`config.mk`:
```
export PLATFORM = sky130hd
export DESIGN_NAME = systolic_feeder
export DESIGN_NICKNAME = d
export VERILOG_FILES = /design/src/rtl/systolic_pkg.sv /design/src/rtl/systolic_feeder.sv
export SDC_FILE = /design/constraint.sdc
export NUM_CORES = 1
export LEC_CHECK = 0
export CAP_MARGIN = 10
export CORE_MARGIN = 2
export CORE_UTILIZATION = 50
export CTS_BUF_LIST = sky130_fd_sc_hd__clkbuf_16
export CTS_CLUSTER_DIAMETER = 100
export DETAILED_ROUTE_END_ITERATION = 8
export GPL_TIMING_DRIVEN = 0
export HOLD_SLACK_MARGIN = 0.02
export PLACE_DENSITY = 0.89
export SLEW_MARGIN = 10
export SYNTH_ARGS = -nofsm -noshare
export SYNTH_HDL_FRONTEND = slang
export SYNTH_SLANG_ARGS = --single-unit
```
`constraint.sdc`:
```
create_clock -name clk_i -period 16.8 [get_ports clk_i]
set_input_delay 2.52 -clock clk_i [delete_from_list [all_inputs] [get_ports clk_i]]
set_output_delay 2.52 -clock clk_i [all_outputs]
set_load 0.01 [all_outputs]
```
`src/rtl/systolic_pkg.sv`:
```
// Shared types and default sizes for the systolic array edge feeders and MACs.
package systolic_pkg;

  typedef enum logic [1:0] {IDLE, SKEW, STREAM, FLUSH} feeder_state_e;

  localparam int WIDTH_P = 32;
  localparam int DEPTH_P = 8;

  // Counter width able to hold 0..max_val, never narrower than one bit.
  function automatic int cnt_width(input int max_val);
    return (max_val < 1) ? 1 : $clog2(max_val + 1);
  endfunction

  typedef logic [cnt_width(DEPTH_P)-1:0] len_t;

endpackage

```
`src/rtl/systolic_feeder.sv`:
```
// Edge operand feeder: loads a K-element vector, waits skew_p cycles, streams one element per
// accepted beat with registered valid (no ready->valid path), then pulses flush for one cycle.
module systolic_feeder
  import systolic_pkg::*;
#(
  parameter int width_p = WIDTH_P,
  parameter int depth_p = DEPTH_P,
  parameter int skew_p  = 0
) (
  input  logic                             clk_i,
  input  logic                             reset_i,
  input  logic                             vec_valid_i,
  output logic                             vec_ready_o,
  input  logic [depth_p*width_p-1:0]       vec_i,
  input  logic [cnt_width(depth_p)-1:0]    len_i,
  output logic                             valid_o,
  input  logic                             ready_i,
  output logic [width_p-1:0]               data_o,
  output logic                             flush_o,
  output logic                             busy_o
);

  localparam int LW = cnt_width(depth_p);
  localparam int SW = cnt_width(skew_p);

  feeder_state_e        state_q;
  logic [width_p-1:0]   elem_q [depth_p];
  logic [LW-1:0]        len_q;
  logic [LW-1:0]        idx_q;
  logic [SW-1:0]        skew_q;
  logic [width_p-1:0]   data_q;
  logic                 valid_q;
  logic                 flush_q;
  logic                 vec_ready_q;
  logic                 busy_q;

  logic [LW-1:0]        len_d;
  logic [LW-1:0]        idx_d;
  logic [width_p-1:0]   elem_nxt;

  always_comb begin
    len_d    = (len_i > LW'(depth_p)) ? LW'(depth_p) : len_i;
    idx_d    = idx_q + LW'(1);
    elem_nxt = '0;
    for (int i = 0; i < depth_p; i++) begin
      if (idx_d == LW'(i)) elem_nxt = elem_q[i];
    end
  end

  always_ff @(posedge clk_i) begin
    if (reset_i) begin
      state_q     <= IDLE;
      len_q       <= '0;
      idx_q       <= '0;
      skew_q      <= '0;
      data_q      <= '0;
      valid_q     <= 1'b0;
      flush_q     <= 1'b0;
      vec_ready_q <= 1'b0;
      busy_q      <= 1'b0;
    end else begin
      case (state_q)
        IDLE: begin
          vec_ready_q <= 1'b1;
          busy_q      <= 1'b0;
          if (vec_valid_i && vec_ready_q) begin
            for (int i = 0; i < depth_p; i++) elem_q[i] <= vec_i[i*width_p +: width_p];
            len_q       <= len_d;
            idx_q       <= '0;
            vec_ready_q <= 1'b0;
            busy_q      <= 1'b1;
            // An empty vector still closes the dot product, but skips skew entirely.
            if (len_d == '0) begin
              state_q <= FLUSH;
              flush_q <= 1'b1;
            end else if (skew_p > 0) begin
              state_q <= SKEW;
              skew_q  <= '0;
            end else begin
              state_q <= STREAM;
              valid_q <= 1'b1;
              data_q  <= vec_i[width_p-1:0];
            end
          end
        end
        SKEW: begin
          if (skew_q == SW'(skew_p - 1)) begin
            state_q <= STREAM;
            skew_q  <= '0;
            valid_q <= 1'b1;
            data_q  <= elem_q[0];
          end else begin
            skew_q <= skew_q + SW'(1);
          end
        end
        STREAM: begin
          if (ready_i) begin
            idx_q <= idx_d;
            if (idx_q == len_q - LW'(1)) begin
              state_q <= FLUSH;
              valid_q <= 1'b0;
              flush_q <= 1'b1;
            end else begin
              data_q <= elem_nxt;
            end
          end
        end
        FLUSH: begin
          state_q     <= IDLE;
          flush_q     <= 1'b0;
          idx_q       <= '0;
          vec_ready_q <= 1'b1;
          busy_q      <= 1'b0;
        end
        default: state_q <= IDLE;
      endcase
    end
  end

  assign vec_ready_o = vec_ready_q;
  assign valid_o     = valid_q;
  assign data_o      = data_q;
  assign flush_o     = flush_q;
  assign busy_o      = busy_q;

endmodule

```
==> impl.org, run 1 <==
** Outcome
- Run status :: finished, violations left
- Violated checks :: design-rule violations

** Setup path
- Cells on worst reg2reg path :: 10
- Data required time at the worst endpoint :: 17.32 ns
- STA puts the critical path data arrival time at 5.21 ns.
- Terminus of the critical flop-to-flop path :: data_o[31]
- Startpoint types :: input pin
- FF-to-FF setup slack :: 13.07 ns
- In this run the worst path has a maximum fanout of 10.
- Kind of critical path :: input pin to flop
- Destination of the critical timing path :: data_o[31]
- The startpoint identified for the worst register-to-register timing path is idx_q[0].
- Critical path launch point :: vec_valid_i
- The worst setup path is captured at a flop.

** Global route
- Overflow left after global routing :: 0
- Initial antenna violation count :: 3
- Across every metal layer, demand over resource in global routing totals 30.8%.
- Via count of the first global-routing pass :: 10.9k
- Largest net degree at the start of global routing :: 35
- Wire length of the first global-routing pass :: 61900 um

** CTS
- CTS built an H-tree with a depth of 1.
- Clock tree from TritonCTS :: done
- Quantity of gates resized following cts :: 0
- Clock-pin slew was measured on the worst setup and hold paths at 0.06 ns.
- Maximum clock path buffer count :: 3
- Hold repair after CTS inserted 0 buffers.
- CTS placed an instance of sky130_fd_sc_hd__clkbuf_16 at the clock tree root.
- Counting every sink on the clock net gives 303.
- At the later pin of the worst-skew pair, clock insertion delay measures 0.58 ns.
- Setup repair bufs after CTS :: 0
- TritonCTS created 31 clock buffers.

** Synth
- Sequential fraction of the synthesis area :: 66.9%
- Synthesis inferred 303 register bits.
- Number of distinct standard cells referenced by the synthesized netlist :: 51
- In the synthesized netlist the async set-or-reset flop fraction comes to 0%.
- Synthesis produced a netlist with a net count of 1258.
- Counting every instance in the synthesized netlist gives 982.
- Among all flip-flop cells after synthesis, the most frequent one is sky130_fd_sc_hd__edfxtp_1.
- The average instance in the mapped netlist occupies 13.1 um2.
- Count of flip-flops with a built-in enable after synthesis :: 256
- Number of warnings reported in the yosys synthesis log :: 0
- After synthesis the cells add up to 0.0129 mm2.

** Floorplanning
- The floorplan step set the die height to 165 um.
- The initial utilization of the core area, before any placement, comes to 51.0%.
- I/O Pins :: 300
- In this run the core area contains 58 standard-cell rows.
- The die covers 0.0271 mm2.
- Chip width :: 165 um
- After floorplanning, the core was sized to cover 0.0253 mm2.

** Route
- The highest metal layer carrying signal wires in the routed design is met5.
- Iteration-0 DRC count of the detailed router :: 1669
- The first detailed-routing pass ran for 9 iterations.
- Final Routed Wirelength :: 42700 um
- Dividing the detail-routed via count by the number of cells gives 6.38.
- After detailed routing, the met3 layer carries 4450 um of wire.
- The routed design uses 20600 um of met2 wire.
- Antenna viol nets, final :: 0
- Dividing the detail-routed wire length by the instance count gives 25.4 um.
- The detailed router put a total of 15300 um of wire on met1.
- For this run, design rule violations remaining after detail routing come to 5.
- Summing over every cut layer, the via total after detailed routing is 10.7k.

** Layout
- Relative to the synthesized area, the layout overhead comes to 36.0%.
- Most common cell after layout, fill and taps aside :: sky130_fd_sc_hd__clkdlybuf4s50_1
- NumNets Final :: 1599
- Post-layout instance count excluding filler cells :: 1682
- The post-route netlist has 7.94% of its cells at a drive strength greater than 1.
- The top cell types in the final layout, fill and taps aside, are sky130_fd_sc_hd__clkdlybuf4s50_1, sky130_fd_sc_hd__edfxtp_1, sky130_fd_sc_hd__nand2_1, sky130_fd_sc_hd__clkbuf_1.

** Min path
- Worst min-delay path class :: flop to flop

** Timing
- The worst pin sits at a relative slew slack of 28.5%.
- The max-slew violation total from the final report was 0.
- Final total negative setup slack :: 0 ns
- On the final layout, the worst clock skew is 0.0196 ns.
- RSZ-0062 raised after global routing :: false
- Maximum achievable frequency :: 0.213 GHz
- For the pin with the worst max-slew slack, the measured transition is 1.07 ns.
- Final critical-path required period :: 4.69 ns
- The final count of hold timing violations was 0.
- The worst path uses 27.9% of the clock period.
- Count of final setup violators :: 0

** Power and ir drop
- The design draws 2540 uW.
- Worst-case vdd ir drop :: 97.9 uV
- Leakage :: 0.00590 uW
- Pwr dens :: 145 mW/mm2

** Placement
- At the end of routability-driven placement, the weighted congestion stood at 0.943.
- Buffers placed on the I/O ports in this run total 299.
- After legalization and detailed placement, the total HPWL measured 29800 um.
- Once placement completed, the tool counted placed cells totaling 1620.

** Job
- Max-cap violations in this run came to 0.
[sequential cells by signal, summed over array words and instances, names as in the netlist]
name / flops
elem_q: 256
data_o: 32
idx_q: 4
len_q: 4
state_q: 2
busy_o: 1
flush_o: 1
skew_q: 1
valid_o: 1
vec_ready_o: 1
[synth_stat cells, types with 4 or more instances]
library cell / number / area share [%]
sky130_fd_sc_hd__edfxtp_1: 256 / 60
sky130_fd_sc_hd__nand2_1: 76 / 2.2
sky130_fd_sc_hd__clkbuf_1: 69 / 2.0
sky130_fd_sc_hd__nor2_1: 48 / 1.4
sky130_fd_sc_hd__dfxtp_1: 47 / 7.3
sky130_fd_sc_hd__a21oi_1: 43 / 1.7
sky130_fd_sc_hd__o21ai_0: 42 / 1.6
sky130_fd_sc_hd__inv_1: 40 / 1.2
sky130_fd_sc_hd__a22oi_1: 33 / 1.9
sky130_fd_sc_hd__a221oi_1: 32 / 2.2
sky130_fd_sc_hd__o221ai_1: 31 / 2.1
sky130_fd_sc_hd__o31ai_1: 29 / 1.7
sky130_fd_sc_hd__a222oi_1: 28 / 2.2
sky130_fd_sc_hd__a22o_1: 28 / 1.9
sky130_fd_sc_hd__o21a_1: 28 / 1.6
sky130_fd_sc_hd__or2_2: 28 / 1.4
sky130_fd_sc_hd__o311a_1: 27 / 2.1
sky130_fd_sc_hd__buf_2: 12 / 0.47
sky130_fd_sc_hd__ha_1: 12 / 1.2
sky130_fd_sc_hd__nand3_1: 10 / 0.39
sky130_fd_sc_hd__mux2i_1: 5 / 0.39
sky130_fd_sc_hd__o32ai_1: 5 / 0.34
sky130_fd_sc_hd__nand2b_1: 4 / 0.19
sky130_fd_sc_hd__o22ai_1: 4 / 0.19
sky130_fd_sc_hd__xnor2_1: 4 / 0.27
[how the worst min path moves through the flow]
stage,start,end,slack (ns),cells after the start
5_1_grt,data_o[14],data_o[14],0.51,1
4_1_cts,data_o[9],data_o[9],0.49,1
3_5_place_dp,data_o[9],data_o[9],0.47,1
6_report,skew_q,skew_q,0.49,2
2_1_floorplan,skew_q,skew_q,0.45,2
3_3_place_gp,skew_q,skew_q,0.45,2
[cell type report]
class | instances | area [um2]
diodes | 4 | 10.0
plain buffers | 86 | 368
clock buffers | 31 | 776
clock inverters | 27 | 235
fillers | 1699 | 7730
inverters | 41 | 154
multi-input cells | 552 | 3750
flip-flops and latches | 303 | 8630
well taps | 330 | 413
repair buffers | 308 | 3200
[per-stage QoR]
step	setup slack [ns]	area [um2]	util (%)	hold slack [ns]
5_1_grt	12.02	17500	69.4	0.510
6_report	12.11	17500	69.4	0.488
2_1_floorplan	2.52	12900	-	0.445
3_3_place_gp	-1.89	16300	64.5	0.453
4_1_cts	12.25	17500	69.4	0.487
3_5_place_dp	11.69	16500	65.4	0.469
[critical path: stages]
cell                              delay (ns)
sky130_fd_sc_hd__clkdlybuf4s50_1        0.48
sky130_fd_sc_hd__nand2_1                0.09
sky130_fd_sc_hd__a2bb2oi_2              0.31
sky130_fd_sc_hd__nand3_1                0.25
sky130_fd_sc_hd__a211oi_4               0.79
sky130_fd_sc_hd__buf_2                  0.41
sky130_fd_sc_hd__o21a_1                 0.19
sky130_fd_sc_hd__a22o_1                 0.15
[power breakdown]
part	switching [uW]	internal, uW	total (uW)
Clock	299	397	696
Combinational	488	376	863
Sequential	53.2	930	983
[cell families (layout without fill, tap and decap cells)]
group	after synthesis	count (layout)	synth area share (%)
compound gates	339	339	20.2
xor+xnor	6	6	0.408
fa+ha+maj	12	12	1.16
buf+inv	127	493	4.05
flops	303	303	66.9
simple gates	189	189	6.76
other cells	0	4	0
mux	6	6	0.476
[metal layers]
| metal | global-route usage [%] | up-vias |
|---|---|---|
| met5 | 0 | - |
| met4 | 15.7 | 2 |
| met3 | 6.30 | 191 |
| met2 | 52.1 | 854 |
| met1 | 37.6 | 5127 |
| li1 | - | 4564 |
Note: power is estimated with default switching activity, not from simulation.
==> run 2: changes to the inputs <==
--- a/config.mk
+++ b/config.mk
@@ -7,13 +7,13 @@
 export LEC_CHECK = 0
 export CAP_MARGIN = 10
 export CORE_MARGIN = 2
-export CORE_UTILIZATION = 50
+export CORE_UTILIZATION = 45
 export CTS_BUF_LIST = sky130_fd_sc_hd__clkbuf_16
 export CTS_CLUSTER_DIAMETER = 100
 export DETAILED_ROUTE_END_ITERATION = 8
 export GPL_TIMING_DRIVEN = 0
 export HOLD_SLACK_MARGIN = 0.02
-export PLACE_DENSITY = 0.89
+export PLACE_DENSITY = 0.85
 export SLEW_MARGIN = 10
 export SYNTH_ARGS = -nofsm -noshare
 export SYNTH_HDL_FRONTEND = slang
==> constraint.sdc (replaced) <==
create_clock -name clk_i -period 4 [get_ports clk_i]
set_input_delay 0.6 -clock clk_i [delete_from_list [all_inputs] [get_ports clk_i]]
set_output_delay 0.6 -clock clk_i [all_outputs]
set_load 0.01 [all_outputs]
==> run 2 against run 1 <==
- highest routed layer unchanged
- cell count rose by 3.2%
- critical endpoint is now data_o[19]
- critical path depth rose by 2
- count of clock-buffer cells in the layout rose by 6
- die area rose by 11%
- the flow now finishes without violations
==> impl.org, run 2 (synthesized netlist as in run 1, its figures left out) <==
** Power and ir drop
- The post-route total power is 10800 uW (was 2540 uW).
- Worst-case vdd ir drop :: 310 uV (was 97.9 uV)
- The power density over the cells was 611 mW/mm2 (was 145 mW/mm2).
- Leakage :: 0.00592 uW (was 0.00590 uW)

** CTS
- The clock root buffer was sky130_fd_sc_hd__clkbuf_16 (unchanged).
- The largest buffer count on any clock path is 3 (unchanged).
- Quantity of gates resized following cts :: 0 (unchanged)
- Total CTS buffers :: 34 (was 31)
- The number of hold buffers added after cts came to 0 (unchanged).
- The clock-pin slew of the registers on the worst-case setup and hold paths came to 0.06 ns (about the same).
- Insertion delay to the later sink of the worst-skew pair :: 0.51 ns (was 0.58 ns)
- The number of sinks driven by the clock tree came to 303 (unchanged).
- Clock tree from TritonCTS :: done (unchanged)
- Setup repair bufs after CTS :: 0 (unchanged)
- Number of H-tree branching levels :: 2 (was 1)

** Global route
- The number of antenna violations at the first check in global routing is 7 (was 3).
- The global-route usage over all layers came to 27.4% (was 30.8%).
- Overflow left after global routing :: 0 (unchanged)
- The first-pass GRT wire length came to 62300 um (was 61900 um).
- Largest net degree at the start of global routing :: 36 (was 35)
- Via count of the first global-routing pass :: 10.5k (was 10.9k)

** Setup path
- Terminus of the critical flop-to-flop path :: data_o[19] (was data_o[31])
- The setup slack of the most critical reg-to-reg path is 0.11 ns (was 13.07 ns).
- The cell family with the largest share of critical-path delay is compound AO/OA/AOI/OAI gates (unchanged).
- Startpoint types :: flop (was input pin)
- Critical-path maximum fanout :: 10 (unchanged)
- The startpoint of the worst-slack reg-to-reg timing path is idx_q[0] (unchanged).
- CP endpoint kind :: flop (unchanged)
- Kind of critical path :: flop to flop (was input pin to flop)
- The depth of the worst register-to-register path is 10 (unchanged).
- The data required time at the worst endpoint is 4.46 ns (was 17.32 ns).
- Number of buffers and inverters on the critical path :: 4 (was 2)
- The master of the slowest instance on the critical path is sky130_fd_sc_hd__o32ai_1 (was sky130_fd_sc_hd__a211oi_4).
- Crit path cell chain :: buf_2 -> inv_1 -> ha_1 -> clkbuf_1 -> nand2b_1 -> o32ai_1 -> buf_2 -> a222oi_1 -> o31ai_1 -> a22o_1 (was clkdlybuf4s50_1 -> nand2_1 -> a2bb2oi_2 -> nand3_1 -> a211oi_4 -> buf_2 -> o21a_1 -> a22o_1)
- By instance count, the cell type seen most on the critical path is sky130_fd_sc_hd__buf_2.
- The peak per-stage delay on the critical path came to 1.10 ns (was 0.79 ns).
- The critical path arrival came to 4.35 ns (was 5.21 ns).

** Layout
- The final instance area came to 0.0177 mm2 (was 0.0175 mm2).
- The growth of design area from synthesis to finish is 37.2% (was 36.0%).
- The commonest non-fill, non-tap cell in the layout is sky130_fd_sc_hd__clkdlybuf4s50_1 (unchanged).
- The number of flip-flops in the largest register is 256 (unchanged).
- The footprint of the flip-flops and latches came to 0.00863 mm2 (unchanged).
- NumNets Final :: 1601 (was 1599)
- Area of combinational cells with multiple inputs :: 0.00377 mm2 (was 0.00375 mm2)
- The count of filler cells inserted in the layout was 2012 (was 1699).
- Top library cells by usage in the layout, fill and taps aside :: sky130_fd_sc_hd__clkdlybuf4s50_1, sky130_fd_sc_hd__edfxtp_1, sky130_fd_sc_hd__nand2_1, sky130_fd_sc_hd__clkbuf_1 (unchanged)
- The share of cells above drive strength 1 is 8.66% (was 7.94%).
- Register with the highest flop count :: elem_q (unchanged)

** Route
- The via total after detailed routing came to 10.5k (was 10.7k).
- The number of DRC markers after the initial detailed-route iteration was 1444 (was 1669).
- Antenna viol nets, final :: 0 (unchanged)
- The DRC violations left came to 0 (was 5).
- The routed wirelength normalized by instance count is 24.5 um (was 25.4 um).
- The first-pass iteration count of the detailed router was 8 (was 9).
- The total routed wirelength came to 42400 um (was 42700 um).
- Via density per instance :: 6.05 (was 6.38)

** Min path
- Worst min-delay path class :: flop to flop (unchanged)
- Hold Path Sink :: skew_q (unchanged)
- The number of instances on the worst hold path came to 2 (unchanged).
- Startpoint of the lowest-slack hold path :: skew_q (unchanged)

** Placement
- Total of buffers placed on input and output ports :: 299 (unchanged)
- The total half-perimeter wirelength after legalization and detailed placement was 29600 um (was 29800 um).
- Area after DPL :: 0.0166 mm2 (was 0.0165 mm2)
- The final weighted congestion in routability-driven placement came to 0.907 (was 0.943).

** Timing
- The slew at the pin with the worst max-slew slack came to 1.15 ns (was 1.07 ns).
- Count of final hold-check violations :: 0 (unchanged)
- The worst-case headroom to the max-slew limit was 22.9% (was 28.5%).
- The total negative slack was 0 ns (unchanged).
- Share of the cycle needed by the critical path after routing :: 97.3%
- RSZ-0062 raised after global routing: false (unchanged).
- Worst Clk Skew :: 0.0155 ns (was 0.0196 ns)
- Based on the critical path, the design can be clocked at up to 0.257 GHz.
- Count of final setup violators :: 0 (unchanged)
- Max-slew violation total from the final report :: 0 (unchanged)
- Final critical-path required period :: 3.89 ns

** Floorplanning
- The die height came to 173 um (was 165 um).
- Total Die Area :: 0.0300 mm2 (was 0.0271 mm2)
- The number of standard-cell rows in the floorplan was 61 (was 58).
- I/O Pins :: 300 (unchanged)
- The die extent in x came to 173 um (was 165 um).
- Placeable Area :: 0.0280 mm2 (was 0.0253 mm2)
- Starting density of the core :: 46.0% (was 51.0%)

** Job
- The max-capacitance violation count is 0 (unchanged).

** Outcome
- Run status: complete, no violations (was finished, violations left).
run 2: cell types whose count changed in the layout (fill, tap and decap cells not counted), sizes merged:
cell	delta
bufinv	-2
clkinvlp	+4
inv	-3
clkbuf	+6
buf	-1
clkinv	-1
diode	+2
run 2: final cells by class:
cell class / instances / area share [%]
Inverter: 41 / 0.870
Clock buffer: 37 / 5.23
Sequential cell: 303 / 48.8
Clock inverter: 25 / 1.02
Multi-Input combinational cell: 552 / 21.3
Buffer: 86 / 2.10
Tap cell: 378 / 2.67
Antenna cell: 6 / 0.0849
Timing Repair Buffer: 307 / 17.9
run 2: metal layers:
metal	GRT usage, %	vias up	share of wire (%)
met5	0	-	0.028
met1	35.3	4995	38
met3	5.61	127	10
met2	45.4	805	48
li1	-	4576	-
met4	11.2	2	3.8
run 2: where the power goes:
group | total [uW] | internal [uW] | switching [uW]
logic | 3610 | 1580 | 2030
clock network | 3080 | 1800 | 1280
registers | 4110 | 3910 | 208
run 2: worst max-delay path by stage:
| stage | start | to | cells after the start |
|---|---|---|---|
| finish | idx_q[0] | data_o[19] | 10 |
| detailed placement | idx_q[0] | data_o[19] | 10 |
| global placement | reset_i | elem_q[0][44] | 3 |
| global route | idx_q[0] | data_o[19] | 10 |
| floorplan | vec_valid_i | elem_q[0][0] | 2 |
| CTS | idx_q[0] | data_o[19] | 10 |
run 2: worst min-delay path: cells and delay by family, from the launching register on:
kind               cells  cell delay [ns]
and+or+nand+nor        1             0.06
DFF                    1             0.30
AOI/OAI and AO/OA      1             0.06
run 2: through the flow:
| stage | cells | util, % | worst slack (ns) | hold WS, ns |
|---|---|---|---|---|
| 2_1_floorplan | 982 | - | -0.985 | 0.445 |
| 3_3_place_gp | 1659 | 58.5 | -2.90 | 0.453 |
| 3_5_place_dp | 1667 | 59.2 | 0.210 | 0.462 |
| 4_1_cts | 1729 | 63.1 | 0.199 | 0.470 |
| 5_1_grt | 1735 | 63.2 | 0.0397 | 0.500 |
| 6_report | 1735 | 63.2 | 0.107 | 0.468 |
==> run 3: changes to the inputs <==
--- a/config.mk
+++ b/config.mk
@@ -13,7 +13,7 @@
 export DETAILED_ROUTE_END_ITERATION = 8
 export GPL_TIMING_DRIVEN = 0
 export HOLD_SLACK_MARGIN = 0.02
-export PLACE_DENSITY = 0.85
+export PLACE_DENSITY_LB_ADDON = 0.05
 export SLEW_MARGIN = 10
 export SYNTH_ARGS = -nofsm -noshare
 export SYNTH_HDL_FRONTEND = slang
==> constraint.sdc (replaced) <==
create_clock -name clk_i -period 3.2 [get_ports clk_i]
set_input_delay 0.48 -clock clk_i [delete_from_list [all_inputs] [get_ports clk_i]]
set_output_delay 0.48 -clock clk_i [all_outputs]
set_load 0.01 [all_outputs]
==> run 3 against run 2 <==
- register-to-register slack better by 0.06 ns
- cell count up 0.29%
- non-clock buffer count up 1
- largest cell class unchanged
- largest power group unchanged
==> impl.org, run 3 (synthesized netlist as in run 1, its figures left out) <==
** Outcome
- Run status :: complete, no violations (unchanged)

** CTS
- Clock slew seen by the registers of the worst setup and hold paths :: 0.06 ns (about the same)
- Clock root buffer :: sky130_fd_sc_hd__clkbuf_16 (unchanged)
- The number of sinks driven by the clock tree is 303 (unchanged).
- Maximum clock path buffer count :: 3 (unchanged)
- The worst-skew pair later-pin latency is 0.52 ns (was 0.51 ns).
- The number of buffers inserted to repair setup after CTS was 0 (unchanged).
- The TritonCTS buffer count is 35 (was 34).
- The CTS tree is done (unchanged).
- The number of H-tree levels is 2 (unchanged).

** Timing
- Count of final setup violators :: 0 (unchanged)
- Final critical-path required period :: 3.03 ns (was 3.89 ns)
- RSZ-0062 raised after global routing :: false (unchanged)
- The slew at the pin with the worst max-slew slack came to 0.863 ns (was 1.15 ns).
- The setup skew after layout was 0.0177 ns (was 0.0155 ns).
- Hold Worst Slack :: 0.468 ns (about the same)
- Share of the cycle needed by the critical path after routing :: 94.7% (was 97.3%)
- The worst-case headroom to the max-slew limit was 42.5% (was 22.9%).
- The final count of hold timing violations is 0 (unchanged).
- Maximum achievable frequency :: 0.330 GHz (was 0.257 GHz)
- Max-slew violation total from the final report :: 0 (unchanged)

** Setup path
- Kind of critical path :: flop to flop (unchanged)
- The capture point of the worst reg-to-reg path is data_o[15] (was data_o[19]).
- The startpoint of the worst-slack reg-to-reg timing path was idx_q[1] (was idx_q[0]).
- Critical-path maximum fanout :: 10 (unchanged)
- Data required time at the worst endpoint :: 3.56 ns (was 4.46 ns)
- The setup slack of the most critical reg-to-reg path was 0.17 ns (was 0.11 ns).
- The critical path arrival came to 3.39 ns (was 4.35 ns).
- The startpoint type of the worst setup path was a flop (unchanged).
- CP endpoint kind :: flop (unchanged)
- Cells on worst reg2reg path :: 8 (was 10)

** Global route
- Via count of the first global-routing pass :: 10.2k (was 10.5k)
- Overflow left after global routing :: 0 (unchanged)
- Initial antenna violation count :: 9 (was 7)
- The first-pass GRT wire length was 60800 um (was 62300 um).
- The global-route usage over all layers is 26.8% (was 27.4%).
- Largest net degree at the start of global routing :: 34 (was 36)

** Route
- The first-pass iteration count of the detailed router came to 8 (unchanged).
- The number of vias per cell after detailed routing came to 5.79 (was 6.05).
- Wire length per cell after detailed routing :: 23.5 um (was 24.5 um)
- Via total after detailed routing :: 10.1k (was 10.5k)
- Antenna viol nets, final :: 0 (unchanged)
- Final Routed Wirelength :: 41000 um (was 42400 um)
- The DRC violations left came to 0 (unchanged).
- The number of DRC markers after the initial detailed-route iteration is 1208 (was 1444).

** Power and ir drop
- The internal power component came to 9040 uW (was 7290 uW).
- The switching power as a share of total power came to 32.5% (was 32.6%).
- Pwr dens :: 754 mW/mm2 (was 611 mW/mm2)
- Net Switching :: 4340 uW (was 3520 uW)
- Combinational group share of total power :: 33.7% (was 33.4%)
- Seq pwr share :: 38.4% (was 38.1%)
- The cell leakage power came to 0.00598 uW (was 0.00592 uW).
- Proportion of power drawn by the clock network :: 27.9% (was 28.5%)
- Worst-case vdd ir drop :: 391 uV (was 310 uV)

** Floorplanning
- The number of standard-cell rows in the floorplan is 61 (unchanged).
- The area enclosed by the die boundary was 0.0300 mm2 (unchanged).
- Placeable Area :: 0.0280 mm2 (unchanged)
- The die extent in x is 173 um (unchanged).
- I/O Pins :: 300 (unchanged)
- Starting density of the core :: 46.0% (unchanged)
- Die Height :: 173 um (unchanged)

** Min path
- The type of the tightest min-delay check was flop to flop (unchanged).
- Startpoint of the lowest-slack hold path :: skew_q (unchanged)
- The number of instances on the worst hold path is 2 (unchanged).
- Hold Path Sink :: skew_q (unchanged)

** Layout
- Synthesis-to-finish area growth :: 37.6% (was 37.2%)
- Proportion of layout cells with a drive suffix above 1 :: 9.46% (was 8.66%)
- The commonest non-fill, non-tap cell in the layout is sky130_fd_sc_hd__clkdlybuf4s50_1 (unchanged).
- Register with the highest flop count :: elem_q (unchanged)
- Share of the core filled with cells in the final layout :: 63.3% (was 63.2%)
- The net count of the finished layout is 1603 (was 1601).
- Top library cells by usage in the layout, fill and taps aside :: sky130_fd_sc_hd__clkdlybuf4s50_1, sky130_fd_sc_hd__edfxtp_1, sky130_fd_sc_hd__nand2_1, sky130_fd_sc_hd__clkbuf_1 (unchanged)
- Largest register FFs :: 256 (unchanged)

** Job
- The max-capacitance violation count is 0 (unchanged).

** Placement
- The total half-perimeter wirelength after legalization and detailed placement came to 28800 um (was 29600 um).
- The port buffer count was 299 (unchanged).
- The final weighted congestion in routability-driven placement came to 0.831 (was 0.907).
==> run 3: area by class of cell <==
class                           count  area, um2
Fill cell                        2261      10300
Tap cell                          378        473
Inverter                           41        154
Multi-Input combinational cell    552       3800
Clock buffer                       35        876
Sequential cell                   303       8630
Antenna cell                        9       22.5
Clock inverter                     28        179
Timing Repair Buffer              309       3220
Buffer                             85        378
==> run 3: worst max-delay path, cell delays in order, from the launching register on <==
cell,delay [ns]
sky130_fd_sc_hd__dfxtp_1,0.51
sky130_fd_sc_hd__ha_1,0.21
sky130_fd_sc_hd__clkbuf_1,0.31
sky130_fd_sc_hd__nand2_1,0.12
sky130_fd_sc_hd__nand2_1,0.32
sky130_fd_sc_hd__clkbuf_1,0.62
sky130_fd_sc_hd__nand3_1,0.33
sky130_fd_sc_hd__o221ai_1,0.32
sky130_fd_sc_hd__o32ai_1,0.13
==> run 3: worst max path at each step <==
stage	start	endpoint	slack, ns	cells after the start
floorplan	state_q[1]	elem_q[0][0]	-1.77	4
global placement	reset_i	elem_q[1][11]	-4.03	3
detailed placement	idx_q[0]	data_o[21]	-0.26	10
CTS	idx_q[0]	data_o[21]	0.002	11
global route	state_q[0]	data_o[20]	0.0004	10
finish	idx_q[1]	data_o[15]	0.17	8
==> run 3: metal layers <==
layer	vias to the layer above	share of wire, %	global-route usage [%]
met3	75	8.6	4.69
li1	4586	-	-
met4	2	2.8	9.96
met2	508	47	42.6
met5	-	0.034	0
met1	4898	41	37.1
==> run 3: repair_timing <==
item,in CTS,in global routing
pin swaps,0,0
hold buffers,0,0
gates resized for setup,3,21
endpoints found under the setup margin,30,30
==> run 3: stage by stage <==
stage                     worst slack, ns  area (um2)  std cells  power (uW)  setup TNS [ns]
after detailed placement           -0.262       16600       1669        9680           -4.86
after global routing             0.000409       17700       1739       14000               0
after floorplan                     -1.77       12900        982        7770         -452.94
after global placement              -4.03       16400       1659        9610        -1028.13
after CTS                         0.00161       17700       1732       13400               0
final                               0.171       17700       1740       13400               0
==> run 3: power by group through the flow <==
stage	Combinational [uW]	Clock [uW]	Sequential [uW]
floorplan	2490	0	5290
global placement	4320	0	5280
detailed placement	4470	0	5210
CTS	4500	3790	5140
global route	4860	3950	5190
finish	4510	3730	5140
